File: src/rtl/sevenseg_rx.sv
// -----------------------------------------------------------------------------
// sevenseg_rx
//
// Seven-segment pin-pattern receiver. It synchronizes the 12-pin display bus,
// waits until a pattern has stayed unchanged for STABLE_CYCLES edges, and then
// decodes the segment field back to a hex digit. The dp and digit-common pins
// are captured alongside the digit. Undecodable patterns are counted.
//
// Parameters
//   STABLE_CYCLES  edges a pattern must hold before acceptance (1..255)
//
// Ports
//   clk          clock, rising edge
//   rst_n        asynchronous active-low reset
//   pins_in      [11:0] display pin bus, bit i = datasheet pin i+1 (async)
//   enable       1: track the bus, 0: hold outputs and restart on re-enable
//   clear_err    synchronous clear of err_count (wins over an increment)
//   digit_out    [3:0] last accepted decoded digit
//   dp_out       last accepted dp pin (pins_in[2])
//   commons_out  [3:0] last accepted {pins_in[11], [8], [7], [5]}
//   valid        last acceptance decoded successfully
//   invalid      last acceptance was not a legal segment code
//   update       one-cycle strobe: new decoded content was accepted
//   err_count    [7:0] invalid acceptances, saturating at 255
// -----------------------------------------------------------------------------
module sevenseg_rx #(
  parameter int STABLE_CYCLES = 4
) (
  input  logic        clk,
  input  logic        rst_n,
  input  logic [11:0] pins_in,
  input  logic        enable,
  input  logic        clear_err,
  output logic [3:0]  digit_out,
  output logic        dp_out,
  output logic [3:0]  commons_out,
  output logic        valid,
  output logic        invalid,
  output logic        update,
  output logic [7:0]  err_count
);

  localparam logic [7:0] STABLE_N = 8'(STABLE_CYCLES);

  typedef enum logic [1:0] {
    IDLE   = 2'd0,
    SETTLE = 2'd1,
    LOCKED = 2'd2
  } state_t;

  state_t      state, state_d;
  logic [7:0]  cnt, cnt_d;
  logic [11:0] s1, s2, s3;
  logic        changed;
  logic        accept;

  logic [6:0]  seg;
  logic [3:0]  dec_digit;
  logic        dec_ok;
  logic [3:0]  commons;

  // s1/s2 form the synchronizer for the asynchronous bus; s3 is the previous
  // synchronized sample, so a change in s2 is seen one edge after it lands.
  // That extra stage gives the E + STABLE_CYCLES + 1 acceptance latency.
  // NOTE: every flop here, including the pin synchronizer, is reset to a
  // known value and written only with <=, so all flops update together.
  always_ff @(posedge clk or negedge rst_n) begin
    if (!rst_n) begin
      s1 <= '0;
      s2 <= '0;
      s3 <= '0;
    end else begin
      s1 <= pins_in;
      s2 <= s1;
      s3 <= s2;
    end
  end

  assign changed = (s2 != s3);

  // Segment field, abcdefg order, and the digit-common pins.
  assign seg     = {s2[10], s2[6], s2[3], s2[1], s2[0], s2[9], s2[4]};
  assign commons = {s2[11], s2[8], s2[7], s2[5]};

  always_comb begin
    dec_ok    = 1'b1;
    dec_digit = 4'h0;
    unique case (seg)
      7'b1111110: dec_digit = 4'h0;
      7'b0110000: dec_digit = 4'h1;
      7'b1101101: dec_digit = 4'h2;
      7'b1111001: dec_digit = 4'h3;
      7'b0110011: dec_digit = 4'h4;
      7'b1011011: dec_digit = 4'h5;
      7'b1011111: dec_digit = 4'h6;
      7'b1110010: dec_digit = 4'h7;
      7'b1111111: dec_digit = 4'h8;
      7'b1111011: dec_digit = 4'h9;
      7'b1110111: dec_digit = 4'hA;
      7'b0011111: dec_digit = 4'hB;
      7'b1001110: dec_digit = 4'hC;
      7'b0111101: dec_digit = 4'hD;
      7'b1001111: dec_digit = 4'hE;
      7'b1000111: dec_digit = 4'hF;
      default:    dec_ok    = 1'b0;
    endcase
  end

  // Run-length FSM. The counter holds the number of edges the current s2
  // pattern has been unchanged (counting from re-enable after IDLE).
  // NOTE: all outputs of this block get a default first so no path leaves
  // one unassigned, which would otherwise infer a latch.
  always_comb begin
    state_d = state;
    cnt_d   = cnt;
    accept  = 1'b0;
    if (!enable) begin
      state_d = IDLE;
      cnt_d   = '0;
    end else begin
      unique case (state)
        IDLE: begin
          state_d = SETTLE;
          cnt_d   = '0;
        end
        SETTLE: begin
          cnt_d = changed ? 8'd1 : cnt + 8'd1;
          if (cnt_d == STABLE_N) begin
            accept  = 1'b1;
            state_d = LOCKED;
          end
        end
        LOCKED: begin
          if (changed) begin
            cnt_d = 8'd1;
            // A one-edge qualification accepts on the change edge itself.
            if (STABLE_N == 8'd1) accept = 1'b1;
            else                  state_d = SETTLE;
          end
        end
        default: begin
          state_d = IDLE;
          cnt_d   = '0;
        end
      endcase
    end
  end

  always_ff @(posedge clk or negedge rst_n) begin
    if (!rst_n) begin
      state <= IDLE;
      cnt   <= '0;
    end else begin
      state <= state_d;
      cnt   <= cnt_d;
    end
  end

  always_ff @(posedge clk or negedge rst_n) begin
    if (!rst_n) begin
      digit_out   <= '0;
      dp_out      <= 1'b0;
      commons_out <= '0;
      valid       <= 1'b0;
      invalid     <= 1'b0;
      update      <= 1'b0;
      err_count   <= '0;
    end else begin
      update <= 1'b0;
      if (accept) begin
        if (dec_ok) begin
          // Only strobe when the visible content actually changes.
          update      <= !valid || (dec_digit != digit_out) ||
                         (s2[2] != dp_out) || (commons != commons_out);
          digit_out   <= dec_digit;
          dp_out      <= s2[2];
          commons_out <= commons;
          valid       <= 1'b1;
          invalid     <= 1'b0;
        end else begin
          valid   <= 1'b0;
          invalid <= 1'b1;
          if (err_count != 8'hFF) err_count <= err_count + 8'd1;
        end
      end
      if (clear_err) err_count <= '0;
    end
  end

endmodule
File: config.mk
export PLATFORM = sky130hd
export DESIGN_NAME = sevenseg_rx
export DESIGN_NICKNAME = d
export VERILOG_FILES = /design/src/rtl/sevenseg_rx.sv
export SDC_FILE = /design/constraint.sdc
export NUM_CORES = 1
export LEC_CHECK = 0
export ABC_AREA = 0
export BUFFER_PORTS_ARGS = -buffer_cell sky130_fd_sc_hd__buf_2
export CAP_MARGIN = 20
export CORE_ASPECT_RATIO = 0.6
export CORE_MARGIN = 2
export CORE_UTILIZATION = 45
export DETAILED_ROUTE_END_ITERATION = 7
export PLACE_DENSITY_LB_ADDON = 0.2
export SYNTH_ARGS = -nofsm -noshare
export SYNTH_HDL_FRONTEND = slang
export SYNTH_SLANG_ARGS = --single-unit
File: constraint.sdc
create_clock -name clk -period 3.35 [get_ports clk]
set_input_delay 0.1675 -clock clk [delete_from_list [all_inputs] [get_ports clk]]
set_output_delay 0.1675 -clock clk [all_outputs]
set_load 0.05 [all_outputs]
==> run metrics, run 1 <==
Netlist Area Pre-Place=just over 3000 um^2; largest net degree at the start of global routing=48; Die W=110.3 um; CTS Buf Count=9; crit-path cells=xnor2_1 > nand4_1 > nor4_4 > nand4bb_1 > buf_4 > nor3_4 > nand4_1 > mux2_1; fin cells=419; list of most frequent post-synthesis cells=66 x dfrtp_1, 22 x xnor2_1, 21 x nor2_1, 20 x nand2_1, 15 x o21ai_0; crit path max-delay cell type=dfrtp_1; count leader, synth=dfrtp_1; multi-input gate area in the final layout=1331 um^2; synthesized area per cell=11.09 um^2; IO Pins=36; Hold Crit Class=input port to register; initial antenna violation count=0; dominant cell type by area after synthesis=dfrtp_1; CTS tree=done; share of layout cells above drive strength 1=20.78%; HPWL after DPL=4141 um; Worst Path Max Fanout=16; clock slew at reported path FFs=0.06 ns; number of global-route vias before repair=2,008; Tcrit/Tclk final=80.45%; fin nets=349; Most used DFF post-synth=dfrtp_1; average vias per placed instance=5.169; Seq cells post-synth=66; 1st-pass router iterations=4; syn nets=297; Placeable Area=6619 um^2; placed inst area=3304 um^2; leak pwr=approximately 1.7 nW; # diodes=0; Routed Antenna Nets=0; max_slew headroom=62.96%; num rows=23; total gr overflow=0; fmax=about 370 MHz; chip height=about 68 um; Slew @ Worst Pin=~0.55 ns; MaxCap Viol Count=0; post-CTS setup buffers=0; area fraction of the dominant cell type after synthesis=54.16%; DRC=0; WL final=~6000 um; sequential cell area=1652 um^2; clk buf depth=2; routed len/inst=14.13 um; CP arrival=2.91 ns; GP Congestion=between 0.9 and 1; Power Density=567.2 nW/um^2; first-pass GRT wire length=9991 um; layout overhead on the synthesized area=24.74%; Async S/R FF share, synth=100.0%; setup TNS=0 ns; CP max stage delay=between 0.6 and 0.7 ns; crit path time final=2.695 ns; Initial Util=46.07%; DRT iter0 DRCs=112; top cells by area, synth=dfrtp_1 54%, xnor2_1 6.3%, mux2_2 2.6%; Placed Cells=389; FF-to-FF setup slack=0.66 ns; hold_buf cts=12; Critical Path RT=approximately 3.6 ns; CP Class=register to register; Overall Power=2.158 mW; Slew Limit Fails=0; Seq/Total Area, Yosys=54.16%; final hold vios=0; clk root buf=clkbuf_16; Cells after Synth=275; H-tree levels=3; Clock Skews=0.003931 ns; CTS sink cnt=66; # resized after CTS=0; GRT Total Usage=18.44%; library cells used by synthesis=52; CP Capture Type=register; dpl ws=0.6704 ns; vias post-DR=2,166; Max IR drop VDD=415.0 uV; Worst-Skew Late Latency=about 0.33 ns; WHS=~0.14 ns; Die ar.=7472 um^2; Syn. warnings=0; count of final setup violators=0; unrepaired setup endpoints after global routing=false; Post-synth EDFFs=0; input/output buffers=35; fin worst setup slack=around 0.66 ns; post-route cell area=3804 um^2; crit path launch type=register; status=complete, no violations; CP most frequent cell=nand4_1; final core occ=57.47%; fillers=roughly 580
worst max-delay path: cells and delay by family (launching register included):
family | cells | cell delay [ns]
muxes | 1 | 0.31
DFF | 1 | 0.64
xor gates and xnor gates | 1 | 0.17
buffers and inverters | 1 | 0.20
and+or+nand+nor | 5 | 1.25
registers in the layout (all words and copies together), names as in the netlist:
register	count
update	1
commons_out	4
dp_out	1
s1	12
digit_out	4
state	2
valid	1
invalid	1
err_count	8
s3	12
s2	12
cnt	8
path summary, 6_finish.rpt:
| kind | end | startpoint | depth (start not counted) |
|---|---|---|---|
| max | err_count[6]$_DFFE_PN0P_ | s2[1]$_DFF_PN0_ | 8 |
| min | err_count[0]$_DFFE_PN0P_ | clear_err | 2 |
| max reg2reg | err_count[6]$_DFFE_PN0P_ | s2[1]$_DFF_PN0_ | 8 |
| min reg2reg | s2[8]$_DFF_PN0_ | s1[8]$_DFF_PN0_ | 0 |
| max in group asynchronous | cnt[1]$_DFFE_PN0P_ | rst_n | 3 |
| min in group asynchronous | s1[8]$_DFF_PN0_ | rst_n | 2 |
report_power, final:
part,internal (mW),switching [mW]
clock network,0.732,0.354
logic,0.0933,0.107
registers,0.832,0.0385
total,1.66,0.499
layout by cell type, fill, tap and decap left out, drive strengths merged, types with 4 or more instances in the layout:
master / netlist / routed
nor2: 21 / 21
nand2b: 10 / 10
clkbuf: 5 / 9
mux2i: 4 / 4
nor4: 5 / 5
xor2: 8 / 8
ha: 6 / 6
a21oi: 8 / 8
o21ai: 16 / 16
buf: 6 / 39
nand4: 5 / 5
nand3: 11 / 11
dfrtp: 66 / 66
dlygate4sd3: 0 / 13
xnor2: 22 / 22
mux2: 8 / 8
and2: 4 / 4
nand2: 20 / 20
and3: 6 / 6
nor3: 8 / 8
inv: 4 / 6
per-layer routing:
| layer | vias to the layer above | share of wire [%] | global-route usage (%) | routed length, um |
|---|---|---|---|---|
| li1 | 1075 | - | - | - |
| met1 | 1036 | 54 | 26.99 | 3199 |
| met2 | 53 | 40 | 24.08 | 2368 |
| met3 | 2 | 5.6 | 8.591 | 332 |
| met4 | 0 | 0.32 | 5.156 | 19 |
| met5 | - | 0 | 0 | 0 |
final cells by class:
type,count,area share (%)
clock buffers,9,5.921
clock inverters,7,3.257
inverters,4,0.3947
multi-input cells,194,35.00
flip-flops and latches,66,43.42
well taps,87,2.862
repair buffers,52,9.145
logic make-up after synthesis:
| logic type | share of synthesized area (%) |
|---|---|
| AND/OR/NAND/NOR | 18.79 |
| flip-flops | 54.16 |
| AO/OA/AOI/OAI | 9.521 |
| XOR/XNOR | 8.617 |
| buffers and inverters | 2.175 |
| multiplexers | 4.268 |
| adder cells (fa/ha/maj) | 2.462 |
Note: power is estimated with default switching activity, not from simulation.
==> run 2, diff against run 1 <==
--- a/config.mk
+++ b/config.mk
@@ -5,7 +5,7 @@
 export SDC_FILE = /design/constraint.sdc
 export NUM_CORES = 1
 export LEC_CHECK = 0
-export ABC_AREA = 0
+export ABC_AREA = 1
 export BUFFER_PORTS_ARGS = -buffer_cell sky130_fd_sc_hd__buf_2
 export CAP_MARGIN = 20
 export CORE_ASPECT_RATIO = 0.6
==> constraint.sdc (replaced) <==
create_clock -name clk -period 2.8 [get_ports clk]
set_input_delay 0.14 -clock clk [delete_from_list [all_inputs] [get_ports clk]]
set_output_delay 0.14 -clock clk [all_outputs]
set_load 0.05 [all_outputs]
==> run 2 against run 1 <==
Net effect:
- cell count up 32%
- clock-buffer cell count unchanged
- via count up 27%
- largest cell class unchanged
- sequential cell count unchanged
- largest power group unchanged
- cell area up 6.3%
==> run metrics, run 2 <==
status=complete, no violations; setup TNS=0 ns (unchanged); clk root buf=clkbuf_16; Worst Path Max Fanout=8 (-8); routed len/inst=13.23 um (-6.3%); Routed Antenna Nets=0 (unchanged); Die ar.=8055 um^2 (+7.8%); CTS sink cnt=66 (unchanged); hold_buf cts=13 (+1); count leader, synth=nand2_1; Placeable Area=7177 um^2 (+8.4%); GRT Total Usage=20.02% (+1.6 points); combinational share of power=9.2% (about the same); sequential share of power=41.7% (+1.3 points); Clock Skews=0.008269 ns (+0.004338 ns); WL final=7345 um (+24%); CTS Buf Count=9 (unchanged); # diodes=0 (unchanged); Power Density=615.7 nW/um^2 (+8.5%); CP Capture Type=register; GRT met3 Usage=6.510% (-2.1 points); leak pwr=2.114 nW (+22%); fin nets=481 (+38%); R2R cell count=12 (+4); biggest regs=s1 x12, s2 x12, s3 x12; clk buf depth=2 (unchanged); post-CTS setup buffers=0 (unchanged); Seq cells post-synth=66 (unchanged); most common cell after layout, fill and taps aside=nand2_1; average vias per placed instance=4.955 (-4.1%); clock slew at reported path FFs=0.06 ns (about the same); Hold Crit Class=input port to register; worst hold path stage count=3 (+1); input/output buffers=35 (unchanged); number of global-route vias before repair=2,490 (+24%); Most used DFF post-synth=dfrtp_1; CP arrival=2.53 ns (-0.38 ns); commonest cells after routing, fill and taps aside=130 x nand2_1, 66 x dfrtp_1, 46 x inv_1, 35 x nor2_1, 35 x buf_2; initial antenna violation count=0 (unchanged); MaxCap Viol Count=0 (unchanged); Seq/Total Area, Yosys=50.06% (-4.1 points); crit path launch type=register; top cells by area, synth=dfrtp_1 50%, nand2_1 15%, inv_1 5.2%; IO Pins=36 (unchanged); fmax=443.3 MHz (+19%); DRT iter0 DRCs=183 (+63%); vias post-DR=2,750 (+27%); Cells after Synth=401 (+46%); area fraction of the dominant cell type after synthesis=50.06% (-4.1 points); final hold vios=0 (unchanged); Psw=0.6216 mW (+24%); num rows=24 (+4.3%); Slew Limit Fails=0 (unchanged); syn nets=423 (+42%); share of layout cells above drive strength 1=18.75% (-2.0 points); Worst-Skew Late Latency=0.33 ns (about the same); Post-synth EDFFs=0 (unchanged); layout overhead on the synthesized area=22.53%; first-pass GRT wire length=12,210 um (+22%); CP Class=register to register; Netlist Area Pre-Place=3299 um^2 (+8.2%); synthesized area per cell=8.228 um^2 (-26%); total gr overflow=0 (unchanged); count of final setup violators=0 (unchanged); chip height=70.33 um (+3.8%); GRT Max-Usage Layer=met1; Clk pwr share=49.1% (-1.3 points); Tcrit/Tclk final=80.57% (+0.13 points); Critical Path RT=3.07 ns (-0.50 ns); Pint=1.867 mW (+13%); H-tree levels=3 (unchanged); switching share of power=24.98% (+1.8 points); Syn. warnings=0 (unchanged); DRC=0 (unchanged); Die W=114.5 um (+3.9%); dominant cell type by area after synthesis=dfrtp_1; GP Congestion=0.8672 (-8.2%); crit path time final=2.256 ns (-0.4389 ns); # resized after CTS=0 (unchanged); WHS=0.1566 ns (+0.01603 ns); max_slew headroom=51.57% (-11 points); CTS tree=done; HPWL after DPL=5426 um (+31%); Slew @ Worst Pin=0.7265 ns (+0.1751 ns); Async S/R FF share, synth=100.0% (unchanged); 1st-pass router iterations=4 (unchanged); library cells used by synthesis=32 (-38%); met1 Use GR=31.10% (+4.1 points); met2 usage=26.36% (+2.3 points); Max IR drop VDD=474.7 uV (+14%); unrepaired setup endpoints after global routing=false; list of most frequent post-synthesis cells=130 x nand2_1, 66 x dfrtp_1, 46 x inv_1, 35 x nor2_1, 34 x nand3_1; fillers=636 (+10%); Initial Util=45.97% (-0.095 points); largest net degree at the start of global routing=33 (-31%)
## run 2: changes by cell type after synthesis, moves of 7 or more
cell,delta
nand2_1,+110
inv_1,+42
nand3_1,+23
xnor2_1,-16
nor2_1,+14
o21ai_0,-11
nand2b_1,-10
inv_2,+8
mux2_2,-7
## run 2: cell type report
cell class | count | area, um^2 | area share [%]
clock buffer | 9 | 225.2 | 5.571
clock inverter | 7 | 102.6 | 2.538
inverter | 54 | 202.7 | 5.014
multi-input combinational | 278 | 1426 | 35.28
sequential | 66 | 1652 | 40.85
tap | 91 | 113.9 | 2.816
timing repair buffer | 50 | 320.3 | 7.923
## run 2: path summary, 6_finish.rpt
kind / to / slack, ns / from
worst max-delay path: err_count[7]$_DFFE_PN0P_ / 0.54 / s2[1]$_DFF_PN0_
worst min-delay path: cnt[2]$_DFFE_PN0P_ / 0.16 / enable
worst max register to register: err_count[7]$_DFFE_PN0P_ / 0.54 / s2[1]$_DFF_PN0_
worst min register to register: s2[3]$_DFF_PN0_ / 0.35 / s1[3]$_DFF_PN0_
max in group asynchronous: s2[1]$_DFF_PN0_ / 1.67 / rst_n
min in group asynchronous: s1[8]$_DFF_PN0_ / 0.40 / rst_n
## run 2: power groups by stage
stage / clock (mW) / sequential [mW] / combinational (mW)
4_1_cts: 1.24 / 1.04 / 0.230
3_3_place_gp: 0 / 1.05 / 0.211
5_1_grt: 1.29 / 1.04 / 0.263
6_report: 1.22 / 1.04 / 0.228
2_1_floorplan: 0 / 1.04 / 0.150
3_5_place_dp: 0 / 1.05 / 0.215
## run 2: cell families after synthesis
logic type	Yosys count	synth area share, %
buffers and inverters	57	6.712
AND/OR/NAND/NOR	235	32.50
AO/OA/AOI/OAI	26	5.309
flip-flops	66	50.06
adder cells (fa/ha/maj)	6	2.275
XOR/XNOR	11	3.148
## run 2: critical path: stages, from the launching register on
cell     delay, ns
dfrtp_1       0.49
inv_2         0.10
nand2_1       0.07
nand2_1       0.06
nand2_1       0.12
nor2_2        0.06
nand3_1       0.29
nor2_1        0.13
nor2_1        0.12
nand4_1       0.25
nor2_4        0.29
nand3_1       0.12
nand2_1       0.09
## run 2: metal layers
| metal | share of wire, % | up-vias |
|---|---|---|
| met5 | 0 | - |
| met4 | 1.2 | 0 |
| li1 | - | 1392 |
| met1 | 54 | 1284 |
| met2 | 40 | 64 |
| met3 | 5.3 | 10 |
## run 2: stage by stage
step | setup slack [ns] | std cells | util (%) | power, mW | cell area, um^2
2_1_floorplan | 0.9466 | 401 | - | 1.192 | 3299
3_3_place_gp | 0.6676 | 526 | 49.95 | 1.263 | 3585
3_5_place_dp | 0.6130 | 526 | 49.95 | 1.269 | 3585
4_1_cts | 0.5917 | 555 | 56.33 | 2.508 | 4043
5_1_grt | 0.4142 | 555 | 56.33 | 2.600 | 4043
6_report | 0.5440 | 555 | 56.33 | 2.489 | 4043
